**src/rtl/stopwatch_pkg.sv**
```systemverilog
// Shared constants for the stopwatch/watch UART command path.
// ASCII command bytes and the TX arbiter state encoding.
package stopwatch_pkg;

  localparam logic [7:0] CMD_RUN      = 8'h72;
  localparam logic [7:0] CMD_CLR      = 8'h6C;
  localparam logic [7:0] CMD_UP       = 8'h75;
  localparam logic [7:0] CMD_DN       = 8'h64;
  localparam logic [7:0] CMD_SW0      = 8'h30;
  localparam logic [7:0] CMD_ERR_ECHO = 8'h3F;

  typedef enum logic [1:0] {
    ARB_IDLE,
    ARB_START,
    ARB_WAIT_BUSY,
    ARB_WAIT_DONE
  } arb_state_e;

endpackage

```
**src/rtl/uart_tx_arb.sv**
```systemverilog
// Round-robin arbiter sharing one UART TX core between
// the command echo and the sensor report requester.
module uart_tx_arb
  import stopwatch_pkg::*;
(
  input  logic       clk,
  input  logic       reset,
  input  logic       echo_req,
  input  logic [7:0] echo_data,
  input  logic       rpt_req,
  input  logic [7:0] rpt_data,
  input  logic       tx_busy,
  output logic       echo_take,
  output logic       rpt_gnt,
  output logic       tx_start,
  output logic [7:0] tx_data
);

  arb_state_e state, state_n;
  logic       sel_rpt, sel_rpt_n;
  logic       last_echo, last_echo_n;

  always_ff @(posedge clk or negedge reset) begin
    if (!reset) begin
      state     <= ARB_IDLE;
      sel_rpt   <= 1'b0;
      last_echo <= 1'b0;
    end else begin
      state     <= state_n;
      sel_rpt   <= sel_rpt_n;
      last_echo <= last_echo_n;
    end
  end

  always_comb begin
    state_n     = state;
    sel_rpt_n   = sel_rpt;
    last_echo_n = last_echo;
    echo_take   = 1'b0;
    rpt_gnt     = 1'b0;
    tx_start    = 1'b0;
    tx_data     = 8'h00;
    unique case (state)
      ARB_IDLE: begin
        if (!tx_busy && (echo_req || rpt_req)) begin
          state_n   = ARB_START;
          sel_rpt_n = rpt_req && (!echo_req || last_echo);
        end
      end
      ARB_START: begin
        // A report withdrawn before its grant is simply skipped
        if (sel_rpt) begin
          if (rpt_req) begin
            rpt_gnt     = 1'b1;
            tx_start    = 1'b1;
            tx_data     = rpt_data;
            last_echo_n = 1'b0;
            state_n     = ARB_WAIT_BUSY;
          end else begin
            state_n = ARB_IDLE;
          end
        end else begin
          echo_take   = 1'b1;
          tx_start    = 1'b1;
          tx_data     = echo_data;
          last_echo_n = 1'b1;
          state_n     = ARB_WAIT_BUSY;
        end
      end
      ARB_WAIT_BUSY: begin
        if (tx_busy) state_n = ARB_WAIT_DONE;
      end
      ARB_WAIT_DONE: begin
        if (!tx_busy) state_n = ARB_IDLE;
      end
      default: state_n = ARB_IDLE;
    endcase
  end

endmodule

```
**src/rtl/uart_cmd_ctrl.sv**
```systemverilog
// UART command decoder: button pulses, switch toggles and a
// one-entry echo register feeding the shared TX arbiter.
module uart_cmd_ctrl
  import stopwatch_pkg::*;
#(
  parameter int SW_N = 5
) (
  input  logic            clk,
  input  logic            reset,
  input  logic [7:0]      rx_data,
  input  logic            rx_done,
  input  logic [SW_N-1:0] sw_phys,
  output logic [SW_N-1:0] sw_out,
  output logic            btn_r_pulse,
  output logic            btn_l_pulse,
  output logic            btn_u_pulse,
  output logic            btn_d_pulse,
  output logic            cmd_err,
  output logic            echo_ovf,
  input  logic            rpt_req,
  input  logic [7:0]      rpt_data,
  output logic            rpt_gnt,
  output logic            tx_start,
  output logic [7:0]      tx_data,
  input  logic            tx_busy
);

  logic [SW_N-1:0] sw_tgl;
  logic [SW_N-1:0] tgl_mask;
  logic            is_sw;
  logic            p_r, p_l, p_u, p_d, p_err;
  logic [7:0]      echo_val;
  logic            echo_pend;
  logic [7:0]      echo_byte;
  logic            echo_take;
  logic            echo_full;

  always_comb begin
    for (int k = 0; k < SW_N; k++)
      tgl_mask[k] = (rx_data == CMD_SW0 + 8'(k));
  end

  assign is_sw = |tgl_mask;

  always_comb begin
    p_r      = 1'b0;
    p_l      = 1'b0;
    p_u      = 1'b0;
    p_d      = 1'b0;
    p_err    = 1'b0;
    echo_val = rx_data;
    unique case (1'b1)
      rx_data == CMD_RUN: p_r = 1'b1;
      rx_data == CMD_CLR: p_l = 1'b1;
      rx_data == CMD_UP:  p_u = 1'b1;
      rx_data == CMD_DN:  p_d = 1'b1;
      is_sw:              echo_val = rx_data;
      default: begin
        p_err    = 1'b1;
        echo_val = CMD_ERR_ECHO;
      end
    endcase
  end

  // A slot freed by the arbiter this cycle may be refilled at once
  assign echo_full = echo_pend && !echo_take;

  always_ff @(posedge clk or negedge reset) begin
    if (!reset) begin
      btn_r_pulse <= 1'b0;
      btn_l_pulse <= 1'b0;
      btn_u_pulse <= 1'b0;
      btn_d_pulse <= 1'b0;
      cmd_err     <= 1'b0;
      echo_ovf    <= 1'b0;
      sw_tgl      <= '0;
      echo_pend   <= 1'b0;
      echo_byte   <= 8'h00;
    end else begin
      btn_r_pulse <= rx_done && p_r;
      btn_l_pulse <= rx_done && p_l;
      btn_u_pulse <= rx_done && p_u;
      btn_d_pulse <= rx_done && p_d;
      cmd_err     <= rx_done && p_err;
      echo_ovf    <= rx_done && echo_full;
      if (rx_done)
        sw_tgl <= sw_tgl ^ tgl_mask;
      if (rx_done && !echo_full) begin
        echo_pend <= 1'b1;
        echo_byte <= echo_val;
      end else if (echo_take) begin
        echo_pend <= 1'b0;
      end
    end
  end

  assign sw_out = sw_phys ^ sw_tgl;

  uart_tx_arb u_arb (
    .clk       (clk),
    .reset     (reset),
    .echo_req  (echo_pend),
    .echo_data (echo_byte),
    .rpt_req   (rpt_req),
    .rpt_data  (rpt_data),
    .tx_busy   (tx_busy),
    .echo_take (echo_take),
    .rpt_gnt   (rpt_gnt),
    .tx_start  (tx_start),
    .tx_data   (tx_data)
  );

endmodule

```
**config.mk**
```make
export PLATFORM = sky130hd
export DESIGN_NAME = uart_cmd_ctrl
export DESIGN_NICKNAME = d
export VERILOG_FILES = /design/src/rtl/stopwatch_pkg.sv /design/src/rtl/uart_tx_arb.sv /design/src/rtl/uart_cmd_ctrl.sv
export SDC_FILE = /design/constraint.sdc
export NUM_CORES = 1
export LEC_CHECK = 0
export CORE_AREA = 5 5 65 67
export CTS_CLUSTER_SIZE = 24
export DETAILED_ROUTE_END_ITERATION = 7
export DIE_AREA = 0 0 70 72
export SKIP_LAST_GASP = 1
export SLEW_MARGIN = 20
export SYNTH_ARGS = -nofsm -noshare
export SYNTH_HDL_FRONTEND = slang
export SYNTH_SLANG_ARGS = --single-unit
```
**constraint.sdc**
```tcl
create_clock -name clk -period 2.97 [get_ports clk]
set_input_delay 0.594 -clock clk [delete_from_list [all_inputs] [get_ports clk]]
set_output_delay 0.594 -clock clk [all_outputs]
set_load 0.01 [all_outputs]
```
==> flow_metrics.env, run 1 <==
export IMPL_grt_pass1_wl_um=4809
export IMPL_slowest_delay_ps=570
export IMPL_yosys_area_top_type="dfrtp_1"
export IMPL_fp_dieW_um=70
export IMPL_largest_reg_flops=8
export IMPL_drt_iter0_drc=27
export IMPL_yosys_warnings=0
export IMPL_vias_per_cell=4.912
export IMPL_start_util_pct=33.46
export IMPL_clkTransAtPathRegs_ps=130
export IMPL_fmax_ghz=0.3496
export IMPL_synth_common_cells="dfrtp_1, a22o_1, xor2_1"
export IMPL_drive_gt1_share_pct=11.46
export IMPL_cts_root_buffer="clkbuf_4"
export IMPL_antenna_found_initial=0
export IMPL_setup_viol=0
export IMPL_critical_path_class="in2out"
export IMPL_critPathRequiredTime_ps=2380
export IMPL_finalCritPeriodShare_pct=96.30
export IMPL_hold_viol=0
export IMPL_cts_sinks=24
export IMPL_design_area_um2=1769
export IMPL_async_flop_share_pct=100.0
export IMPL_power_density_nw_per_um2=581.8
export IMPL_cap_violations=0
export IMPL_cts_made_buffers=3
export IMPL_synth_seq_area_share_pct=50.16
export IMPL_status="finished, final reports clean"
export IMPL_routed_wl_um=2824
export IMPL_grt_pass1_vias=1050
export IMPL_cts_path_max_buffers=2
export IMPL_grt_start_max_net_pins=25
export IMPL_p_leak_uw=0.0007193
export IMPL_hpwl_um=2200
export IMPL_core_um2=3578
export IMPL_n_antenna_cell=0
export IMPL_ys_types=36
export IMPL_dp_cells=201
export IMPL_relSlewSlack_pct=66.64
export IMPL_grt_overflow_total=0
export IMPL_peakVddDrop_mv=0.2157
export IMPL_firstDrtPassIters=4
export IMPL_place_congestion=0.7493
export IMPL_wire_per_inst_um=13.78
export IMPL_cpMostUsedCell="clkdlybuf4s50_1"
export IMPL_cts_setup_buffers=0
export IMPL_arrival_ps=2270
export IMPL_via_count=1007
export IMPL_synth_area_leaders="dfrtp_1, a22o_1, xor2_1, a221oi_4, xnor2_1"
export IMPL_pin_count=47
export IMPL_grtUsageTotal_pct=11.55
export IMPL_fin_tns_setup_ps=0
export IMPL_tightest_slew_ps=498.6
export IMPL_die_area_um2=5040
export IMPL_netlist_area_um2=1197
export IMPL_worstSetupEndpointType="primary output"
export IMPL_reg_top3="echo_byte (8), sw_tgl (5)"
export IMPL_clkLatencyLatePin_ps=310
export IMPL_crit_chain="clkdlybuf4s50_1 > inv_1 > nor3_2 > buf_4 > nand2_1 > o21ai_0 > clkdlybuf4s50_1"
export IMPL_finalClockSkew_ps=3.103
export IMPL_largest_register="echo_byte"
export IMPL_fillCellCount=362
export IMPL_critPathMaxFanout=9
export IMPL_hp_class="reg2reg"
export IMPL_slowest_stage="clkdlybuf4s50_1"
export IMPL_post_synth_top_count_cell="dfrtp_1"
export IMPL_hold_buffers=0
export IMPL_area_growth_pct=47.75
export IMPL_cts_repair_resized=0
export IMPL_layout_nets=184
export IMPL_syn_inst=105
export IMPL_stdcell_count=205
export IMPL_io_buffers=46
export IMPL_drc_errors=0
export IMPL_fin_util_pct=49.44
export IMPL_num_rows=22
export IMPL_yosysTopAreaCellShare_pct=50.16
export IMPL_die_h_um=72
export IMPL_rsz0062_at_grt="no"
export IMPL_synth_seq_cells=24
export IMPL_postPlaceCellArea_um2=1733
export IMPL_cts_tree="done"
export IMPL_start_kind="input port"
export IMPL_ant_nets=0
export IMPL_synth_nets=131
export IMPL_synth_flop_cell="dfrtp_1"
export IMPL_period_needed_ps=2860
export IMPL_htree_levels=1
export IMPL_drv_slew=0
export IMPL_synth_edff_count=0
export IMPL_synth_area_per_cell_um2=11.40
critical path: cells and delay by family:
kind | cells | cell delay [ps]
AOI/OAI and AO/OA | 1 | 90
and+or+nand+nor | 2 | 230
buffers and inverters | 4 | 1350
cells by family after synthesis:
group           after synthesis  share of synthesized area (%)
simple gates                 40                          21.95
compound gates               25                          18.70
flops                        24                          50.16
xor+xnor                     10                          7.315
buf+inv                       6                          1.881
cell usage in the layout, fill, tap and decap left out, types with 2 or more instances in the layout:
cell	n
clkdlybuf4s50_1	46
nand3b_1	3
nand2_1	6
a21o_1	2
xor2_1	7
nand2b_1	4
xnor2_1	3
nand3_1	2
a21oi_1	2
clkbuf_4	3
nor2_1	6
buf_4	2
dfrtp_1	24
inv_1	6
and3_1	2
nor3_1	2
o21ai_0	3
or3b_1	2
a22o_1	7
o22a_2	2
o22a_1	2
o22ai_1	2
or3b_4	2
stage by stage:
stage               total power, uW  setup slack, ps  hold WS [ps]
floorplan                     656.8             1027         298.4
global placement              861.7            185.7         456.4
detailed placement            869.2            130.8         463.3
CTS                            1047            108.8         494.7
global route                   1099            38.42         511.1
finish                         1029            109.8         490.4
power by group:
group / switching (uW) / total (uW) / leakage (uW) / internal (uW)
clock: 97.4 / 172 / 0.0000210 / 74.9
combinational: 176 / 415 / 0.000410 / 239
sequential: 52.0 / 442 / 0.000288 / 390
per-layer routing:
metal,global-route usage [%],share of wire [%]
met5,0,0
met4,4.468,1.6
met3,2.216,4.9
met2,20.46,49
met1,13.89,44
layout make-up:
type,instances,area [um2],area share (%)
inverters,6,22.52,1.273
flip-flops and latches,24,600.6,33.95
well taps,48,60.06,3.395
clock buffers,4,36.28,2.051
multi-input cells,75,574.3,32.46
repair buffers,48,475.5,26.87
worst paths after layout:
check                              startpoint      endpoint  slack (ps)  cells past startpoint
worst min register to register   echo_byte[5]  echo_byte[5]         490                      1
worst max-delay path                  rpt_req    tx_data[6]         110                      7
max in group asynchronous               reset  echo_byte[7]        2100                      2
worst min-delay path             echo_byte[5]  echo_byte[5]         490                      1
min in group asynchronous               reset     sw_tgl[4]         630                      2
worst max register to register  u_arb.sel_rpt  echo_byte[3]        1280                      4
Power figures use the tool's default switching activity.
==> run 2: changes to the inputs <==
- clock period: 2.97 -> 3.51 ns (I/O delays scaled with it)
==> flow_metrics.env, run 2 (synthesized netlist as in run 1, its figures left out) <==
export IMPL_status="finished, final reports clean"
export IMPL_cts_setup_buffers=0
export IMPL_drive_gt1_share_pct=10.97
export IMPL_htree_levels=1
export IMPL_grt_pass1_wl_um=4981
export IMPL_cts_tree="done"
export IMPL_p_leak_uw=0.0007074
export IMPL_area_growth_pct=45.56
export IMPL_die_h_um=72
export IMPL_hpwl_um=2191
export IMPL_finalClockSkew_ps=4.395
export IMPL_cts_path_max_buffers=2
export IMPL_crit_start="rpt_req"
export IMPL_hold_viol=0
export IMPL_grt_start_max_net_pins=25
export IMPL_reg_top3="echo_byte (8), sw_tgl (5)"
export IMPL_relSlewSlack_pct=64.03
export IMPL_antenna_found_initial=0
export IMPL_hold_ws_ps=363.8
export IMPL_peakVddDrop_mv=0.1849
export IMPL_start_kind="input port"
export IMPL_stdcell_count=203
export IMPL_grt_overflow_total=0
export IMPL_grtUsageTotal_pct=11.91
export IMPL_fmax_ghz=0.3286
export IMPL_wire_per_inst_um=13.51
export IMPL_mostFrequentLayoutCells="clkdlybuf4s50_1, dfrtp_1, a22o_1, xor2_1"
export IMPL_fin_util_pct=48.71
export IMPL_dp_cells=200
export IMPL_cts_root_buffer="clkbuf_4"
export IMPL_via_count=985
export IMPL_fin_tns_setup_ps=0
export IMPL_period_needed_ps=3044
export IMPL_hold_buffers=0
export IMPL_drt_iter0_drc=33
export IMPL_p_switching_uw=268.7
export IMPL_hp_class="in2async"
export IMPL_finalCritPeriodShare_pct=86.71
export IMPL_rsz0062_at_grt="no"
export IMPL_vias_per_cell=4.852
export IMPL_met2_length_um=1337
export IMPL_cts_sinks=24
export IMPL_largest_register="echo_byte"
export IMPL_n_antenna_cell=0
export IMPL_tightest_slew_ps=539.6
export IMPL_critPathRequiredTime_ps=2810
export IMPL_firstDrtPassIters=4
export IMPL_cts_made_buffers=3
export IMPL_worstSetupEndpointType="primary output"
export IMPL_endpoint="tx_data[6]"
export IMPL_arrival_ps=2340
export IMPL_setup_viol=0
export IMPL_cap_violations=0
export IMPL_cts_repair_resized=0
export IMPL_p_seq_share_pct=44.4
export IMPL_clkTransAtPathRegs_ps=120
export IMPL_layout_nets=183
export IMPL_die_area_um2=5040
export IMPL_io_buffers=46
export IMPL_drc_errors=0
export IMPL_power_density_nw_per_um2=482.0
export IMPL_p_comb_share_pct=41.8
export IMPL_reg2reg_from="u_arb.sel_rpt"
export IMPL_crit_reg2reg_capture="echo_byte[3]"
export IMPL_fp_dieW_um=70
export IMPL_p_clk_share_pct=13.9
export IMPL_start_util_pct=33.46
export IMPL_fillCellCount=346
export IMPL_critPathMaxFanout=9
export IMPL_routed_wl_um=2742
export IMPL_largest_reg_flops=8
export IMPL_m1WireLength_um=1247
export IMPL_critical_path_class="in2out"
export IMPL_core_um2=3578
export IMPL_grt_pass1_vias=1090
export IMPL_top_layer="met4"
export IMPL_rrSetupSlack_ps=1810
export IMPL_num_rows=22
export IMPL_r2r_cells=4
export IMPL_drv_slew=0
export IMPL_p_int_uw=571.4
export IMPL_ant_nets=0
export IMPL_clkLatencyLatePin_ps=300
export IMPL_netSwitchingFraction_pct=31.99
export IMPL_pin_count=47
export IMPL_place_congestion=0.7476
export IMPL_layout_commonest_cell="clkdlybuf4s50_1"
export IMPL_dr_wl_met3_um=117
[run 2: cell types whose count changed in the layout (fill, tap and decap cells not counted)]
cell             previous run  this run
buf_2                       0         1
buf_4                       2         1
clkbuf_8                    1         0
clkdlybuf4s50_1            46        45
[run 2: per-stage QoR]
stage / worst slack, ps / instance area [um2] / total power (uW)
floorplan: 1351 / 1197 / 555.7
global placement: 509.5 / 1725 / 728.2
detailed placement: 474.9 / 1725 / 737.0
CTS: 453.8 / 1748 / 857.7
global route: 347.2 / 1743 / 904.8
finish: 466.4 / 1743 / 840.1
[run 2: layout make-up]
class	instances	area, um2	area share [%]
sequential	24	600.6	34.46
multi-input combinational	75	574.3	32.95
timing repair buffer	47	462.9	26.56
tap	48	60.06	3.446
clock buffer	3	22.52	1.292
inverter	6	22.52	1.292
[run 2: worst min-delay path by stage]
stage | slack [ps] | start | to
final | 360 | reset | sw_tgl[4]
after global routing | 410 | reset | u_arb.sel_rpt
after CTS | 500 | echo_byte[5] | echo_byte[5]
after detailed placement | 460 | echo_byte[5] | echo_byte[5]
after global placement | 460 | echo_byte[5] | echo_byte[5]
after floorplan | 410 | reset | asynchronous set/reset pin
[run 2: power groups by stage]
stage	Clock [uW]	Combinational, uW	Sequential (uW)
floorplan	0	184	372
finish	116	351	373
global route	133	388	384
detailed placement	0	358	379
CTS	125	360	373
global placement	0	351	377
[run 2: metal layers]
metal	vias to the layer above	GRT usage, %
met4	0	5.106
li1	486	-
met3	2	2.078
met2	22	20.88
met1	475	14.43
met5	-	0
[run 2: critical path: stages]
cell and delay (ps):
clkdlybuf4s50_1 500, inv_1 80, nor3_2 170, buf_4 190, nand2_1 60, o21ai_0 70
clkdlybuf4s50_1 560
